**config.mk**
```make
export PLATFORM = sky130hd
export DESIGN_NAME = frequency_detector
export DESIGN_NICKNAME = d
export VERILOG_FILES = /design/src/rtl/freq_detect_pkg.sv /design/src/rtl/edge_sync.sv /design/src/rtl/frequency_detector.sv
export SDC_FILE = /design/constraint.sdc
export NUM_CORES = 1
export LEC_CHECK = 0
export CAP_MARGIN = 20
export CORE_UTILIZATION = 52
export CTS_CLUSTER_DIAMETER = 120
export CTS_CLUSTER_SIZE = 16
export DETAILED_ROUTE_END_ITERATION = 12
export PLACE_DENSITY = 0.83
export SLEW_MARGIN = 0
export SYNTH_ARGS = -nofsm -noshare
export SYNTH_HDL_FRONTEND = slang
export SYNTH_HIERARCHICAL = 1
export SYNTH_SLANG_ARGS = --single-unit
```
**constraint.sdc**
```tcl
create_clock -name clk -period 2 [get_ports clk]
set_input_delay 0.3 -clock clk [delete_from_list [all_inputs] [get_ports clk]]
set_output_delay 0.3 -clock clk [all_outputs]
set_load 0.05 [all_outputs]
```
**src/rtl/freq_detect_pkg.sv**
```systemverilog
// Shared types and constants for the frequency detector: FSM state encoding,
// match-counter width and the half-period ceiling helper.
package freq_detect_pkg;

  typedef enum logic [1:0] {
    ST_IDLE    = 2'd0,
    ST_MEASURE = 2'd1,
    ST_LOCKED  = 2'd2,
    ST_FAULT   = 2'd3
  } fd_state_e;

  localparam int CODE_W_DEF = 3;
  // match counter must hold MATCH_CNT up to 7
  localparam int MATCH_W    = 3;

  // Longest legal half-period for a given code width.
  function automatic int hp_max(input int code_w);
    return 1 << code_w;
  endfunction

  localparam int HP_MAX = hp_max(CODE_W_DEF);

endpackage

```
**src/rtl/edge_sync.sv**
```systemverilog
// Input conditioning for sigIn: optional 2-flop synchronizer followed by a
// sample/previous-sample pair whose XOR is a one-cycle edge pulse.
// FREQ_DETECT_SYNC_EN defined: synchronizer inserted (one extra cycle of lag).
module edge_sync (
  input  logic clk,
  input  logic rst,
  input  logic sig_in,
  output logic edge_pulse
);

  logic samp_q, samp_d;
  logic prev_q, prev_d;

`ifdef FREQ_DETECT_SYNC_EN
  logic meta_q, meta_d;

  // two-flop synchronizer ahead of the sample pair
  always_comb begin
    meta_d = sig_in;
    samp_d = meta_q;
    prev_d = samp_q;
  end

  // register the synchronizer and sample pair
  always_ff @(posedge clk or negedge rst) begin
    if (!rst) begin
      meta_q <= 1'b0;
      samp_q <= 1'b0;
      prev_q <= 1'b0;
    end else begin
      meta_q <= meta_d;
      samp_q <= samp_d;
      prev_q <= prev_d;
    end
  end
`else
  // input already synchronous: sample directly
  always_comb begin
    samp_d = sig_in;
    prev_d = samp_q;
  end

  // register the sample pair
  always_ff @(posedge clk or negedge rst) begin
    if (!rst) begin
      samp_q <= 1'b0;
      prev_q <= 1'b0;
    end else begin
      samp_q <= samp_d;
      prev_q <= prev_d;
    end
  end
`endif

  // both polarities of transition count as an edge
  assign edge_pulse = samp_q ^ prev_q;

endmodule

```
**src/rtl/frequency_detector.sv**
```systemverilog
// Recovers the selector code of a divided clock by timing its half-period.
// Locks after MATCH_CNT identical consecutive measurements, flags a fault when
// no edge arrives within 2^CODE_W cycles. FREQ_DETECT_SYNC_EN (in edge_sync)
// adds an input synchronizer.
module frequency_detector
  import freq_detect_pkg::*;
#(
  parameter int CODE_W    = CODE_W_DEF,
  parameter int MATCH_CNT = 2
) (
  input  logic              clk,
  input  logic              rst,
  input  logic              sigIn,
  output logic [CODE_W-1:0] code,
  output logic              locked,
  output logic              codeStb,
  output logic              fault
);

  localparam logic [CODE_W:0]    HP_MAX_V  = (CODE_W+1)'(hp_max(CODE_W));
  localparam logic [MATCH_W-1:0] MATCH_TGT = MATCH_W'(MATCH_CNT);
  localparam logic [MATCH_W-1:0] MATCH_SAT = '1;

  logic edge_pulse;

  edge_sync u_edge_sync (
    .clk        (clk),
    .rst        (rst),
    .sig_in     (sigIn),
    .edge_pulse (edge_pulse)
  );

  fd_state_e          state_q, state_d;
  logic [CODE_W:0]    cnt_q, cnt_d;
  logic [CODE_W:0]    prev_hp_q, prev_hp_d;
  logic [MATCH_W-1:0] match_q, match_d;
  logic [CODE_W-1:0]  code_q, code_d;
  logic               locked_q, locked_d;
  logic               stb_q, stb_d;
  logic               fault_q, fault_d;

  logic [CODE_W:0]    hp;
  logic [CODE_W-1:0]  code_cand;
  logic [MATCH_W-1:0] match_nxt;
  logic               sat_now;

  // half-period counter, candidate code and next-state/output logic
  always_comb begin
    state_d   = state_q;
    prev_hp_d = prev_hp_q;
    match_d   = match_q;
    code_d    = code_q;
    locked_d  = locked_q;
    stb_d     = 1'b0;
    fault_d   = fault_q;

    if (edge_pulse)              cnt_d = '0;
    else if (cnt_q != HP_MAX_V)  cnt_d = cnt_q + (CODE_W+1)'(1);
    else                         cnt_d = cnt_q;

    hp        = cnt_q + (CODE_W+1)'(1);
    code_cand = CODE_W'(HP_MAX_V - hp);
    // saturate so a long lock cannot wrap the counter back to a lock value
    match_nxt = (hp != prev_hp_q)    ? MATCH_W'(1) :
                (match_q == MATCH_SAT) ? match_q : match_q + MATCH_W'(1);
    // edge takes priority: a saturation-cycle edge is a legal hp of 2^CODE_W
    sat_now   = !edge_pulse && (cnt_d == HP_MAX_V);

    case (state_q)
      ST_IDLE: begin
        // first edge only starts timing
        if (edge_pulse) state_d = ST_MEASURE;
      end
      ST_MEASURE: begin
        if (edge_pulse) begin
          prev_hp_d = hp;
          match_d   = match_nxt;
          if (match_nxt == MATCH_TGT) begin
            state_d  = ST_LOCKED;
            code_d   = code_cand;
            locked_d = 1'b1;
            stb_d    = 1'b1;
          end
        end else if (sat_now) begin
          state_d = ST_FAULT;
          fault_d = 1'b1;
        end
      end
      ST_LOCKED: begin
        if (edge_pulse) begin
          prev_hp_d = hp;
          match_d   = match_nxt;
          if (hp != prev_hp_q) begin
            state_d  = ST_MEASURE;
            locked_d = 1'b0;
          end
        end else if (sat_now) begin
          state_d  = ST_FAULT;
          locked_d = 1'b0;
          fault_d  = 1'b1;
        end
      end
      ST_FAULT: begin
        // counter is saturated, so this edge carries no valid hp
        if (edge_pulse) begin
          state_d   = ST_MEASURE;
          fault_d   = 1'b0;
          match_d   = '0;
          prev_hp_d = '0;
        end
      end
    endcase
  end

  // state machine, measurement state and registered outputs
  always_ff @(posedge clk or negedge rst) begin
    if (!rst) begin
      state_q   <= ST_IDLE;
      cnt_q     <= '0;
      prev_hp_q <= '0;
      match_q   <= '0;
      code_q    <= '0;
      locked_q  <= 1'b0;
      stb_q     <= 1'b0;
      fault_q   <= 1'b0;
    end else begin
      state_q   <= state_d;
      cnt_q     <= cnt_d;
      prev_hp_q <= prev_hp_d;
      match_q   <= match_d;
      code_q    <= code_d;
      locked_q  <= locked_d;
      stb_q     <= stb_d;
      fault_q   <= fault_d;
    end
  end

  assign code    = code_q;
  assign locked  = locked_q;
  assign codeStb = stb_q;
  assign fault   = fault_q;

endmodule

```
## Word level (Yosys, flattened, before mapping)

Cells that the tools add are included.

- Register bits after elaboration: 21
- Logic and storage cells: 74

- Add/sub/neg operators: 3
- Equality and inequality tests: 18
- Muxes and demuxes: 30
- Bitwise operators: 1
- Reductions and logical operators: 12

Operators by type and width:

| kind | count |
|---|---|
| $mux W4 | 4 |
| $mux W2 | 6 |
| $mux W3 | 4 |
| $mux W1 | 11 |
| $ne A3 B3 Y1 const B | 3 |
| $reduce_and A3 Y1 | 3 |
| $ne A2 B2 Y1 const B | 4 |
| $pmux W4 S2 | 1 |
| $ne A2 B1 Y1 const B | 3 |
| $pmux W2 S3 | 1 |
| $pmux W3 S2 | 1 |
| $reduce_and A5 Y1 | 1 |
| $add A4 B1 Y4 const B | 1 |
| $eq A2 B2 Y1 const B | 2 |
| $eq A4 B4 Y1 const B | 1 |
| $ne A4 B4 Y1 | 1 |
| $ne A4 B4 Y1 const B | 1 |
| $pmux W1 S2 | 2 |
| $reduce_and A4 Y1 | 1 |
| $reduce_bool A2 Y1 | 2 |
| $reduce_or A2 Y1 | 2 |
| $add A3 B1 Y3 const B | 1 |
| $eq A3 B2 Y1 const B | 1 |
| $eq A3 B3 Y1 const B | 1 |
| other kinds (6) | 6 |

## Longest topological paths before layout

Gate-level depths: netlist of the first run.

- Depth in word-level cells: 8
- Mapped depth: 9

## Modules after synthesis

Netlist of the first run, hierarchy kept.

By module, submodules not included:

| module | instances | cells each | area each (um^2) |
|---|---|---|---|
| frequency_detector | 1 | 124 | 1238.7 |
| edge_sync | 1 | 3 | 58.8 |

## Worst setup path after synthesis of the first run

No wires, ideal clock.

- Path kind: reg2reg
- From: register cnt_q[0]
- To: register code_q[1], in the netlist code[1]
- Arrival: 1.971 ns
- Required time: 1.875 ns
- Path slack: -0.096 ns
- Stages on the path, launching flop included: 10
- Buffers on the path: 1
- Clock period less this slack: 2.096 ns
- Cell sequence: dfrtp_1 > buf_4 > inv_1 > ha_1 > xnor2_1 > nand3_2 > nor2_4 > nand4_4 > inv_4 > mux2_4

- Word-level cells in the longest chain between the ends: 5

Ends and longest elaborated chain:

| what | RTL line | RTL |
|---|---|---|
| start: declaration | frequency_detector.sv:34 | `logic [CODE_W:0] cnt_q, cnt_d;` |
| start signal: assignment | frequency_detector.sv:128 | `cnt_q <= cnt_d;` |
| $add A4 B1 Y4 (*) | frequency_detector.sv:61 | `hp = cnt_q + (CODE_W+1)'(1);` |
| $ne A4 B4 Y1 | frequency_detector.sv:64 | `match_nxt = (hp != prev_hp_q) ? MATCH_W'(1) :` |
| $mux W3 | frequency_detector.sv:64 |  |
| $eq A3 B2 Y1 | frequency_detector.sv:78 | `if (match_nxt == MATCH_TGT) begin` |
| $reduce_and A3 Y1 (no source line) | n/a |  |
| end signal: assignment | frequency_detector.sv:131 | `code_q <= code_d;` |
| end: declaration | frequency_detector.sv:37 | `logic [CODE_W-1:0] code_q, code_d;` |

Every way passes the cells marked *; elsewhere a longest branch is shown, timed or not.
A chain may end at the register's enable or synchronous reset.

## Final worst setup path of the first run

Ends and elaborated chain as after synthesis.

==> run summary, run 1 <==
======================================================================================
Worst ir drop on vdd                                                           1140 uV
Detailed-route wire length per cell                                            14.8 um
H-tree depth                                                                         1
Total congestion overflow                                                            0
Number of hold-slack violations in the final timing report                           0
Clock Power Share                                                                 9.7%
Largest net degree at the start of global routing                                   22
Met1 track utilization from global routing                                       26.9%
Min Clock Period, post-route                                                   1.90 ns
Actual transition at the worst max-transition pin                             0.500 ns
Area of the mapped netlist                                                    1300 um2
TritonCTS sink count                                                                21
CTS tree                                                                          done
Cell mode on critical path                                                       buf_4
Net switching power                                                           0.961 mW
Final setup fails                                                                    0
Count of standard-cell rows                                                         17
Commonest cells after routing, fill and taps aside                        dfrtp_1 (21), nand2_1 (10), buf_4 (9)
Met3 capacity usage during global routing                                        2.05%
Avg Inst Size Synth                                                           10.2 um2
Final design utilization                                                         66.8%
Slowest stage delay, CP                                                        0.44 ns
Number of flops mapped to enable cells by yosys                                      0
Number of nets with antenna violations after routing                                 0
Top FF cell, synth                                                             dfrtp_1
Element type at the critical path start                                       register
CP Class                                                                    reg -> reg
Via density per instance                                                          5.73
Global routing's busiest layer                                                    met2
Fraction of met2 tracks used by global routing                                   35.7%
Initial antenna violation count                                                      0
Most common cell after layout, fill and taps aside                             dfrtp_1
Total GRT Usage                                                                  21.0%
Total clock buffers created by CTS                                                   3
Relative area change from synthesis to final layout                              17.3%
Nets@finish                                                                        153
FMAX                                                                           527 MHz
Layout Skew                                                                 0.00804 ns
Sequential-to-total area share from yosys stat                                   40.5%
DRC violation count after routing                                                    0
Top Ports                                                                            9
Vertical die dimension                                                         52.0 um
Number of instances in the synthesized netlist                                     127
Syn_nets                                                                           137
Top fanout value on the critical path                                                7
Routed via count                                                                   974
Chip width                                                                     52.0 um
Share of the cycle needed by the critical path after routing                     94.9%
Overall Power                                                                  2.14 mW
Number of pins with negative max-slew slack in the final report                      0
Sum of negative setup slack                                                       0 ns
Cell chain of the critical path                                           buf_4 > buf_4 > xor2_2 > nand3_2 > nor2_4 > nand4_4 > inv_4 > mux2_4
Final non-filler cell area                                                    1520 um2
Clock slew at the register clock pins of the worst setup and hold paths        0.12 ns
Initial drt markers                                                                 16
Post-synthesis sequential element count                                             21
Relative slew margins                                                            66.6%
Sequential fraction of design power                                              30.3%
Total leakage power                                                           0.660 nW
Placed instance area                                                          1440 um2
Initial core utilization                                                         57.0%
Combinational share of power                                                     60.0%
Category of the worst setup path capture point                                register
RD Place Congestion                                                              0.884
Wire length of the first global-routing pass                                   4.04 mm
Sw Share                                                                         45.0%
Total routed wirelength                                                        2.51 mm
Overall die area                                                              2700 um2
Distinct cell type count of the synthesized netlist                                 46
Max Cap Violations                                                                   0
Insertion delay to the later sink of the worst-skew pair                       0.31 ns
RSZ-0062 raised after global routing                                             false
Clock Tree Root                                                               clkbuf_4
Ys Warns                                                                             6
Buffers on Ports                                                                     8
HPWL reported at the end of detailed placement                                 1.77 mm
Inserted Diodes                                                                      0
Total core area                                                               2280 um2
Slowest stage cell, crit path                                                  dfrtp_1
Required time at the worst-slack endpoint                                      2.20 ns
Type of the worst min-delay path                                           in -> async
Pre-Repair DR Iteration Count                                                        4
Deepest clock path buffer count                                                      2
Share of final-layout standard cells stronger than drive strength 1              21.8%
Run status                                                                finished clean
Hold-fix buffers, CTS                                                                0
Int Power                                                                      1.18 mW
Power density of the placed cells                                          1400 nW/um2
CP arrival                                                                     2.10 ns
Share of flip-flops with an asynchronous set or reset after synthesis             100%
Number of global-route vias before repair                                          921
======================================================================================
[final timing paths]
| kind | from | endpoint | slack, ns | depth (start not counted) |
|---|---|---|---|---|
| max | cnt_q[0]$_DFF_PN0_ | code[1]$_DFFE_PN0P_ | 0.10 | 8 |
| min | rst | prev_hp_q[2]$_DFFE_PN0P_ | 0.32 | 2 |
| max reg2reg | cnt_q[0]$_DFF_PN0_ | code[1]$_DFFE_PN0P_ | 0.10 | 8 |
| min reg2reg | u_edge_sync/prev_d$_DFF_PN0_ | u_edge_sync/prev_q$_DFF_PN0_ | 0.41 | 0 |
| max in group asynchronous | rst | locked$_DFFE_PN0P_ | 1.46 | 2 |
| min in group clk | u_edge_sync/prev_d$_DFF_PN0_ | u_edge_sync/prev_q$_DFF_PN0_ | 0.41 | 0 |
[area by class of cell]
type / count / area (um2)
timing repair buffer: 17 / 148
sequential: 21 / 526
fill: 164 / 754
clock buffer: 3 / 22.5
multi-input combinational: 93 / 757
tap: 28 / 35.0
inverter: 7 / 28.8
clock inverter: 1 / 5.00
[synthesized netlist by cell type (3+ instances only)]
master     n  area, um2
xnor2_1    3       26.3
nor2b_1    4       25.0
nand3b_1   3       22.5
nor2_1     8       30.0
xor2_1     3       26.3
inv_1      6       22.5
nand2_1   10       37.5
o31ai_1    3       22.5
dfrtp_1   21        526
o21ai_0    7       35.0
a31oi_1    3       18.8
ha_1       7       87.6
clkbuf_1   3       11.3
a21oi_1    7       35.0
[power groups by stage]
| stage | Clock, mW | Sequential, mW | Combinational [mW] |
|---|---|---|---|
| 6_report | 0.207 | 0.647 | 1.28 |
| 3_3_place_gp | 0 | 0.640 | 1.15 |
| 5_1_grt | 0.228 | 0.661 | 1.39 |
| 3_5_place_dp | 0 | 0.647 | 1.19 |
| 2_1_floorplan | 0 | 0.761 | 0.782 |
| 4_1_cts | 0.215 | 0.639 | 1.20 |
[kinds of logic after synthesis]
kind of cell | Yosys count | share of synthesized area (%)
flip-flops | 21 | 40.5
multiplexers | 5 | 4.73
adder cells (fa/ha/maj) | 7 | 6.75
XOR/XNOR | 9 | 8.39
AO/OA/AOI/OAI | 31 | 15.6
AND/OR/NAND/NOR | 41 | 19.4
buffers and inverters | 13 | 4.63
[through the flow]
| step | hold WS [ns] | worst slack [ns] | cells |
|---|---|---|---|
| 6_report | 0.323 | 0.102 | 170 |
| 5_1_grt | 0.340 | 0.0104 | 170 |
| 4_1_cts | 0.326 | 0.00989 | 167 |
| 3_5_place_dp | 0.392 | 0.0576 | 163 |
| 3_3_place_gp | 0.391 | 0.0994 | 163 |
| 2_1_floorplan | 0.00441 | 0.00894 | 127 |
[critical path, delay by kind of cell, from the launching register on]
family	cells	cell delay, ns
DFF	1	0.44
muxes	1	0.29
xor gates and xnor gates	1	0.23
and+or+nand+nor	3	0.44
buffers and inverters	3	0.39
[sequential cells by signal (all words and copies together), names as in the netlist]
name	flops
cnt_q	4
u_edge_sync/prev_q	1
code	3
fault	1
match_q	3
locked	1
state_q	2
u_edge_sync/prev_d	1
codeStb	1
prev_hp_q	4
[per-layer routing]
metal | vias up | wire, um
met5 | - | 0
met4 | 0 | 39
met3 | 4 | 80
met2 | 17 | 1260
met1 | 473 | 1130
li1 | 480 | -
[timing repair]
action | in CTS | in global routing
setup endpoints to repair | 0 | 4
setup buffers | 0 | 3
resized for setup | 0 | 7
(Power assumes the default switching activity.)
==> run 2, diff against run 1 <==
==> constraint.sdc (replaced) <==
create_clock -name clk -period 2 [get_ports clk]
set_input_delay 0.2 -clock clk [delete_from_list [all_inputs] [get_ports clk]]
set_output_delay 0.2 -clock clk [all_outputs]
set_load 0.05 [all_outputs]
==> results of run 2 <==
The final DEF is identical to that of run 1. Status: finished clean.
Main changes from that run: hold slack 0.323 ns -> 0.223 ns
==> run 3, diff against run 2 <==
--- a/config.mk
+++ b/config.mk
@@ -6,11 +6,11 @@
 export NUM_CORES = 1
 export LEC_CHECK = 0
 export CAP_MARGIN = 20
-export CORE_UTILIZATION = 52
+export CORE_UTILIZATION = 60
 export CTS_CLUSTER_DIAMETER = 120
-export CTS_CLUSTER_SIZE = 16
+export CTS_CLUSTER_SIZE = 30
 export DETAILED_ROUTE_END_ITERATION = 12
-export PLACE_DENSITY = 0.83
+export PLACE_DENSITY = 0.89
 export SLEW_MARGIN = 0
 export SYNTH_ARGS = -nofsm -noshare
 export SYNTH_HDL_FRONTEND = slang
==> constraint.sdc (replaced) <==
create_clock -name clk -period 2.44 [get_ports clk]
set_input_delay 0.244 -clock clk [delete_from_list [all_inputs] [get_ports clk]]
set_output_delay 0.244 -clock clk [all_outputs]
set_load 0.05 [all_outputs]
==> run summary, run 3 (synthesis gave the netlist of run 1 again) <==
======================================================================================
Run status                                                                finished clean
Relative area change from synthesis to final layout                              10.2%
Worst ir drop on vdd                                                            844 uV   -26%
CP arrival                                                                     2.42 ns   +0.32 ns
CTS tree                                                                          done
Count of standard-cell rows                                                         16   -1
Deepest clock path buffer count                                                      2   unchanged
Routed via count                                                                   979   +0.51%
Total leakage power                                                           0.622 nW   -5.8%
Inserted Diodes                                                                      0   unchanged
Largest net degree at the start of global routing                                   22   unchanged
Power density of the placed cells                                          1150 nW/um2   -18%
Required time at the worst-slack endpoint                                      2.65 ns   +0.45 ns
Share of the cycle needed by the critical path after routing                     90.8%   -4.1 points
Type of the worst min-delay path                                           in -> async
Overall die area                                                              2350 um2   -13%
Via density per instance                                                          6.01   +4.8%
Placed instance area                                                          1400 um2   -2.4%
Most common cell after layout, fill and taps aside                             dfrtp_1
Post-cts resize count                                                                0   unchanged
Largest registers                                                         cnt_q: 4 flops, prev_hp_q: 4 flops
Clock Tree Root                                                               clkbuf_4
Top fanout value on the critical path                                                6   -1
Final setup fails                                                                    0   unchanged
Nets@finish                                                                        147   -3.9%
RSZ-0062 raised after global routing                                             false
TritonCTS sink count                                                                21   unchanged
Chip width                                                                     48.5 um   -6.6%
Total routed wirelength                                                        2.53 mm   +0.68%
Clock slew at the register clock pins of the worst setup and hold paths        0.12 ns   about the same
Cell chain of the critical path                                           inv_1 > ha_1 > xnor2_1 > nand3_2 > nor2_4 > nand4_4 > inv_4 > mux2_4
RD Place Congestion                                                              0.871   -1.5%
Max Cap Violations                                                                   0   unchanged
Number of hold-slack violations in the final timing report                           0   unchanged
Detailed-route wire length per cell                                            15.5 um   +5.0%
Total core area                                                               2000 um2   -12%
CP Class                                                                    reg -> reg
Number of nets with antenna violations after routing                                 0   unchanged
Insertion delay to the later sink of the worst-skew pair                       0.31 ns   about the same
Commonest cells after routing, fill and taps aside                        dfrtp_1 (21), nand2_1 (10), nor2_1 (8), clkdlybuf4s50_1 (8)
Sum of negative setup slack                                                       0 ns   unchanged
Total clock buffers created by CTS                                                   3   unchanged
Slowest stage cell, crit path                                                  dfrtp_1
Final non-filler cell area                                                    1430 um2   -6.0%
Pre-Repair DR Iteration Count                                                        4   unchanged
Number of global-route vias before repair                                          945   +2.6%
Vertical die dimension                                                         48.5 um   -6.6%
Element type at the critical path start                                       register
Relative slew margins                                                            66.3%   -0.30 points
H-tree depth                                                                         1   unchanged
Top Ports                                                                            9   unchanged
Actual transition at the worst max-transition pin                             0.504 ns   +0.00445 ns
Category of the worst setup path capture point                                register
Initial core utilization                                                         64.8%   +7.8 points
Hold-fix buffers, CTS                                                                0   unchanged
Total GRT Usage                                                                  23.9%   +2.9 points
Slowest stage delay, CP                                                        0.43 ns   about the same
Post-CTS Setup Repair Bufs                                                           0   unchanged
DRC violation count after routing                                                    0   unchanged
Buffers on Ports                                                                     8   unchanged
Initial antenna violation count                                                      0   unchanged
Filler Cells Inserted                                                              154   -6.1%
Min Clock Period, post-route                                                   2.22 ns   +0.318 ns
Number of pins with negative max-slew slack in the final report                      0   unchanged
Number of placed instances with taps included                                      159   -2.5%
HPWL reported at the end of detailed placement                                 1.85 mm   +4.8%
Total congestion overflow                                                            0   unchanged
FMAX                                                                           451 MHz   -14%
Share of final-layout standard cells stronger than drive strength 1              14.7%   -7.1 points
Wire length of the first global-routing pass                                   4.24 mm   +4.8%
Initial drt markers                                                                 26   +10
Final cell count without fillers                                                   163   -4.1%
Layout Skew                                                                 0.00508 ns   -0.00296 ns
======================================================================================
[run 3: area by class of cell]
class	count	area [um2]	share of cell area [%]
multi-input combinational	93	712	49.8
sequential	21	526	36.7
timing repair buffer	11	103	7.17
tap	27	33.8	2.36
inverter	7	28.8	2.01
clock buffer	3	22.5	1.57
clock inverter	1	5.00	0.350
[run 3: stage by stage]
stage	setup WS [ns]	hold slack, ns	power [mW]	utilization, %
finish	0.224	0.267	1.65	71.4
global route	0.115	0.273	1.75	71.4
CTS	0.219	0.275	1.65	71.4
detailed placement	0.248	0.389	1.47	70.1
global placement	0.362	0.381	1.43	70.1
floorplan	0.344	-0.0516	1.25	-
[run 3: worst max-delay path: cells and delay by family, from the launching register on]
kind / cells / cell delay (ns)
buffers and inverters: 2 / 0.17
adders and majority gates: 1 / 0.39
muxes: 1 / 0.29
and+or+nand+nor: 3 / 0.50
DFF: 1 / 0.43
xor gates and xnor gates: 1 / 0.32
[run 3: path summary, 6_finish.rpt]
| check | start | to | slack (ns) | depth (start not counted) |
|---|---|---|---|---|
| setup / recovery | cnt_q[0]$_DFF_PN0_ | code[1]$_DFFE_PN0P_ | 0.22 | 8 |
| hold / removal | rst | cnt_q[2]$_DFF_PN0_ | 0.27 | 2 |
| setup reg to reg | cnt_q[0]$_DFF_PN0_ | code[1]$_DFFE_PN0P_ | 0.22 | 8 |
| hold reg to reg | u_edge_sync/prev_d$_DFF_PN0_ | u_edge_sync/prev_q$_DFF_PN0_ | 0.41 | 0 |
| max in group asynchronous | rst | state_q[1]$_DFFE_PN0P_ | 1.96 | 2 |
| min in group clk | sigIn | u_edge_sync/prev_d$_DFF_PN0_ | 0.36 | 1 |
[run 3: per-layer routing]
metal	GRT usage, %	wire (um)	vias up
met5	0	0	-
met1	29.9	1220	484
li1	-	-	469
met3	3.77	74	4
met2	42.5	1220	22
met4	7.35	21	0
[run 3: where the power goes]
| group | switching (mW) | total [mW] | internal (mW) |
|---|---|---|---|
| Combinational | 0.576 | 0.954 | 0.378 |
| Sequential | 0.0771 | 0.522 | 0.445 |
| Clock | 0.109 | 0.170 | 0.0612 |
==> patch 1: new RTL, flow settings as in run 2 <==
Set the package constant `MATCH_W` to 6 (it was 3).
--- a/src/rtl/freq_detect_pkg.sv
+++ b/src/rtl/freq_detect_pkg.sv
@@ -11,7 +11,7 @@
 
   localparam int CODE_W_DEF = 3;
   // match counter must hold MATCH_CNT up to 7
-  localparam int MATCH_W    = 3;
+  localparam int MATCH_W    = 6;
 
   // Longest legal half-period for a given code width.
   function automatic int hp_max(input int code_w);
Formal check against the unedited RTL: no difference found for any inputs over 10 cycles, from zero or initial values and one cycle with rst low; that may be too few to reach the edited logic, so the function may still have changed.
==> patch 1 against run 2 <==
The flow now finishes with violations (negative setup slack). Fmax fell by 9.1%. Synthesized cell count up 25%. Power rose by 25%. Cell area grew 23%. Routed wire length is 31% higher. Setup slack worse by 190 ps. Combinational power increased by 23%. Area after synthesis rose by 16%. Sequential cell count rose by 3. Largest power group unchanged.
==> patch 1: results (changes against run 2) <==
Outcome = complete, but fails checks
Failing checks = negative setup slack
Post-Synthesis Cells = 159 (+25%)
Final Worst Setup Slack = -88.4 ps (-191 ps)
Final setup vio count = 1 (+1)
CP Max Fanout = 3 (-4)
Fillers = 219 (+34%)
Async SR Flop Fraction = 100% (unchanged)
Switch Pwr = 1.14 mW (+19%)
Reg2reg end = state_q[1]$_DFFE_PN0P_
Leak Pwr = 0.820 nW (+24%)
Synth area leaders = dfrtp_1 (40%), ha_1 (6.7%), nor2_1 (4.0%)
Placed Area = 0.00167 mm^2 (+16%)
Synth Net Count = 170 (+24%)
Area of the multi-input gates = 892 um^2 (+18%)
Worst Tran Pin Value = 491 ps (-8.36 ps)
Tot GR Track Use = 21.7% (+0.67 points)
Cell family with most CP delay = compound AO/OA/AOI/OAI gates
GPL Wtd Cong = 0.913 (+3.2%)
Total wire length = 3280 um (+31%)
Hold WS = 202 ps (-21.1 ps)
Met1 WL = 1390 um (+23%)
Starting DRC count in detailed routing = 37 (+21)
Vias per Instance = 6.04 (+5.4%)
CTS max path bufs = 2 (unchanged)
Diode count = 0 (unchanged)
Final nets = 194 (+27%)
Count of cell types in the netlist = 45 (-2.2%)
Via count = 1286 (+32%)
Largest net degree at the start of global routing = 25 (+14%)
Clock Latency Late Sink = 330 ps (+20 ps)
Drt pass-1 iters = 5 (+1)
PortBufs = 8 (unchanged)
First-pass GRT wire length = 5330 um (+32%)
Largest registers = match_q (6), cnt_q (4), prev_hp_q (4)
Crit path DAT = 2340 ps (+240 ps)
Commonest cells post-synth = dfrtp_1 (24), nor2_1 (16), nand2_1 (11), o21ai_0 (11), inv_1 (10)
HPWL after detailed placement = 2280 um (+29%)
Vias in the first global route = 1225 (+33%)
Reg-to-Reg Start = match_q[1]$_DFFE_PN0P_
Routed wl met2 = 1670 um (+32%)
Share of layout cells above drive strength 1 = 27.5% (+5.6 points)
Placed insts = 202 (+24%)
Met3 WL = 136 um (+70%)
Seq/Total Area, Yosys = 40.0% (-0.47 points)
Worst reg2reg path depth = 7 (-1)
VDD IR-drop max = 1.22 mV (+7.3%)
Clock skew = 18.4 ps (+10.4 ps)
Worst-path clk slew = 150 ps (+30 ps)
patch 1: cell types whose count changed after synthesis, moves of 3 or more:
cell | run 2 | this run
o21ai_0 | 7 | 11
inv_1 | 6 | 10
o21bai_1 | 0 | 5
buf_6 | 0 | 3
nor2_1 | 8 | 16
nor2b_1 | 4 | 0
dfrtp_1 | 21 | 24
and3_2 | 0 | 3
patch 1: cell families after synthesis:
logic type               synth area share [%]
buffers and inverters                    7.26
flip-flops                               40.0
XOR/XNOR                                 6.92
AO/OA/AOI/OAI                            22.7
AND/OR/NAND/NOR                          16.4
adder cells (fa/ha/maj)                  6.67
patch 1: worst reg2reg max path: stages (launching register included):
cell	delay, ps
dfrtp_1	440
ha_4	270
or2b_1	230
a221oi_2	240
and3_4	240
a21oi_2	70
a311o_1	290
a221oi_2	240
patch 1: per-layer routing:
layer / track usage, % / up-vias
met5: 0 / -
li1: - / 610
met2: 37.2 / 47
met1: 27.4 / 620
met4: 9.64 / 0
met3: 2.79 / 9
patch 1: through the flow:
step | TNS [ps] | setup slack [ps]
2_1_floorplan | 0 | 27.6
3_3_place_gp | 0 | 35.2
3_5_place_dp | -209 | -86.6
4_1_cts | -30.4 | -30.4
5_1_grt | -274 | -120
6_report | -88.4 | -88.4
patch 1: worst max path at each step:
stage                            from                endpoint  slack, ps
4_1_cts        match_q[1]$_DFFE_PN0P_  state_q[1]$_DFFE_PN0P_        -30
6_report       match_q[1]$_DFFE_PN0P_  state_q[1]$_DFFE_PN0P_        -90
3_5_place_dp       cnt_q[0]$_DFF_PN0_  state_q[1]$_DFFE_PN0P_        -90
2_1_floorplan  match_q[1]$_DFFE_PN0P_  state_q[1]$_DFFE_PN0P_         30
3_3_place_gp       cnt_q[0]$_DFF_PN0_  state_q[1]$_DFFE_PN0P_         40
5_1_grt        match_q[1]$_DFFE_PN0P_  state_q[1]$_DFFE_PN0P_       -120
patch 1: power groups by stage:
stage	Sequential [mW]	Clock (mW)	Combinational, mW
global route	0.751	0.379	1.72
detailed placement	0.735	0	1.43
floorplan	0.880	0	0.931
finish	0.731	0.356	1.58
CTS	0.725	0.365	1.48
global placement	0.725	0	1.37
patch 1: what timing repair did:
item / in CTS / in global routing
gates resized for setup: 2 / 20
setup endpoints to repair: 4 / 12
endpoints found under the hold margin: 0 / 0
buffers inserted: 2 / 5
pin swaps: 1 / 10
patch 1: layout make-up:
| cell class | count | share of cell area (%) |
|---|---|---|
| clock buffers | 3 | 1.21 |
| well taps | 31 | 2.08 |
| multi-input cells | 115 | 47.8 |
| flip-flops and latches | 24 | 32.4 |
| inverters | 11 | 2.21 |
| repair buffers | 28 | 12.7 |
| clock inverters | 1 | 1.61 |
==> patch 2: new RTL, config.mk and constraints of run 2 <==
Without the edit above. Put one more register stage on the output `fault`, with the module's reset. The value now appears one clock later. The other outputs are not delayed to match.
--- a/src/rtl/frequency_detector.sv
+++ b/src/rtl/frequency_detector.sv
@@ -138,7 +138,13 @@
   assign code    = code_q;
   assign locked  = locked_q;
   assign codeStb = stb_q;
-  assign fault   = fault_q;
+  always_ff @(posedge clk or negedge rst) begin
+    if (!rst) begin
+      fault <= '0;
+    end else begin
+      fault <= fault_q;
+    end
+  end
 
 endmodule
 
Behaviour: same outputs for any inputs over 10 cycles, from zero or initial values and one cycle with rst low; that may be too few to reach the edited logic, so the function may still have changed.
==> patch 2 against run 2 <==
Area after synthesis down 1.2%. Hold slack improved by 3.6 ps. Cell area fell by 3.4%. Sequential power up 9.0%. Sequential cell count rose by 1. Routed wire length decreased by 4.7%. Cell count is 2.9% lower. Clock power increased by 20%. Count of clock-buffer cells in the layout grew 1. Setup slack worse by 12 ps. Global-route usage down 0.64 points. Power rose by 2.7%. Critical endpoint is now code[0]$_DFFE_PN0P_.
==> patch 2: results (changes against run 2) <==
Initial antenna violation count = 0 (unchanged)
Worst-path clk slew = 120 ps (about the same)
Synth Net Count = 134 (-2.2%)
Max-Cap Viols = 0 (unchanged)
Commonest cells post-synth = dfrtp_1 (22), nand2_1 (9), nor2_1 (9)
Largest registers = cnt_q (4), prev_hp_q (4)
PortBufs = 8 (unchanged)
Met3 WL = 97 um (+21%)
Tightest Hold Check Type = primary input to async pin
Async SR Flop Fraction = 100% (unchanged)
Leak Pwr = 0.662 nW (+0.37%)
Synth area leaders = dfrtp_1 (43%), ha_1 (7.8%), xnor2_1 (3.4%)
CP Max Fanout = 5 (-2)
Met2 Use GR = 34.8% (-0.84 points)
Count of cell types in the netlist = 42 (-8.7%)
Final nets = 149 (-2.6%)
Clock skew = 3.43 ps (-4.60 ps)
Routed wl met2 = 1190 um (-5.8%)
Met1 WL = 1090 um (-3.4%)
First-pass GRT wire length = 3980 um (-1.5%)
Placed insts = 160 (-1.8%)
Drt pass-1 iters = 4 (unchanged)
Tot GR Track Use = 20.4% (-0.64 points)
Vias in the first global route = 918 (-0.33%)
Fillers = 172 (+4.9%)
Clock Latency Late Sink = 310 ps (about the same)
Hold buffers post-CTS = 0 (unchanged)
Slew margin rel. = 64.4% (-2.1 points)
Ys flop type = dfrtp_1
Yosys warns = 6 (unchanged)
HPWL after detailed placement = 1760 um (-0.29%)
Diode count = 0 (unchanged)
Final setup vio count = 0 (unchanged)
Total wire length = 2400 um (-4.7%)
Crit path DAT = 2120 ps (+20 ps)
VDD IR-drop max = 1.12 mV (-2.0%)
GPL Wtd Cong = 0.814 (-7.9%)
Inserted Clock Buffers = 3 (unchanged)
CTS max path bufs = 2 (unchanged)
Vias per Instance = 5.64 (-1.5%)
Starting DRC count in detailed routing = 18 (+2)
Top Layer Used = met4
Via count = 931 (-4.4%)
Share of layout cells above drive strength 1 = 19.7% (-2.1 points)
Clock Tree Root = clkbuf_4
Met3 Use GR = 3.80% (+1.8 points)
Mean area per synthesized cell = 10.4 um^2 (+2.1%)
Seq/Total Area, Yosys = 42.9% (+2.4 points)
Largest net degree at the start of global routing = 23 (+4.5%)
H-tree Lvls = 1 (unchanged)
Outcome = finished clean
Met1 usage = 26.2% (-0.72 points)
## patch 2: cell types whose count changed in the layout (fill, tap and decap cells not counted), sizes merged, moves of 2 or more
cell and change:
nand2b +2, nand4 -3, a21boi -2, nand3b -2, inv +2, xnor2 +2, a2bb2oi -2, nor2b -2
## patch 2: worst max-delay path, cell delays in order (launching register included)
cell      delay, ps
dfrtp_1         450
inv_2            60
ha_1            340
xor2_1          190
nor2_2          140
and3_4          250
nand2b_4         90
mux2_4          290
## patch 2: area by class of cell
class,instances,share of cell area [%]
Timing Repair Buffer,16,9.53
Sequential cell,22,37.4
Tap cell,28,2.38
Inverter,9,2.30
Clock buffer,4,2.47
Multi-Input combinational cell,86,45.9
## patch 2: logic make-up (layout without fill, tap and decap cells)
| group | count (synthesis) | in the layout | share of synthesized area, % |
|---|---|---|---|
| multiplexers | 4 | 4 | 3.90 |
| flip-flops | 22 | 22 | 42.9 |
| adder cells (fa/ha/maj) | 8 | 8 | 7.81 |
| buffers and inverters | 15 | 29 | 5.85 |
| AND/OR/NAND/NOR | 34 | 34 | 15.1 |
| XOR/XNOR | 11 | 11 | 8.68 |
| AO/OA/AOI/OAI | 29 | 29 | 15.7 |
## patch 2: power breakdown
part / switching, mW / internal, mW / total, mW
clock: 0.138 / 0.111 / 0.249
combinational: 0.714 / 0.527 / 1.24
sequential: 0.122 / 0.583 / 0.705
## patch 2: path summary, 6_finish.rpt
kind | start | endpoint | slack, ps | depth (start not counted)
setup / recovery | cnt_q[0]$_DFF_PN0_ | code[0]$_DFFE_PN0P_ | 90 | 7
hold / removal | rst | code[2]$_DFFE_PN0P_ | 230 | 2
setup reg to reg | cnt_q[0]$_DFF_PN0_ | code[0]$_DFFE_PN0P_ | 90 | 7
hold reg to reg | u_edge_sync/prev_d$_DFF_PN0_ | u_edge_sync/prev_q$_DFF_PN0_ | 420 | 0
max in group asynchronous | rst | u_edge_sync/prev_d$_DFF_PN0_ | 1550 | 2
min in group clk | sigIn | u_edge_sync/prev_d$_DFF_PN0_ | 320 | 1
## patch 2: repair_timing
action,4_1_cts,5_1_grt
setup endpoints to repair,0,6
resized for setup,0,4
setup buffers,0,1
## patch 2: stage by stage
| stage | setup TNS [ps] | area (um^2) | worst slack (ps) | hold slack (ps) |
|---|---|---|---|---|
| 6_report | 0 | 1470 | 89.8 | 227 |
| 5_1_grt | -12.7 | 1470 | -5.71 | 250 |
| 4_1_cts | 0 | 1450 | 14.8 | 230 |
| 3_5_place_dp | 0 | 1410 | 35.3 | 389 |
| 3_3_place_gp | 0 | 1410 | 109 | 387 |
| 2_1_floorplan | 0 | 1280 | 21.2 | -95.6 |
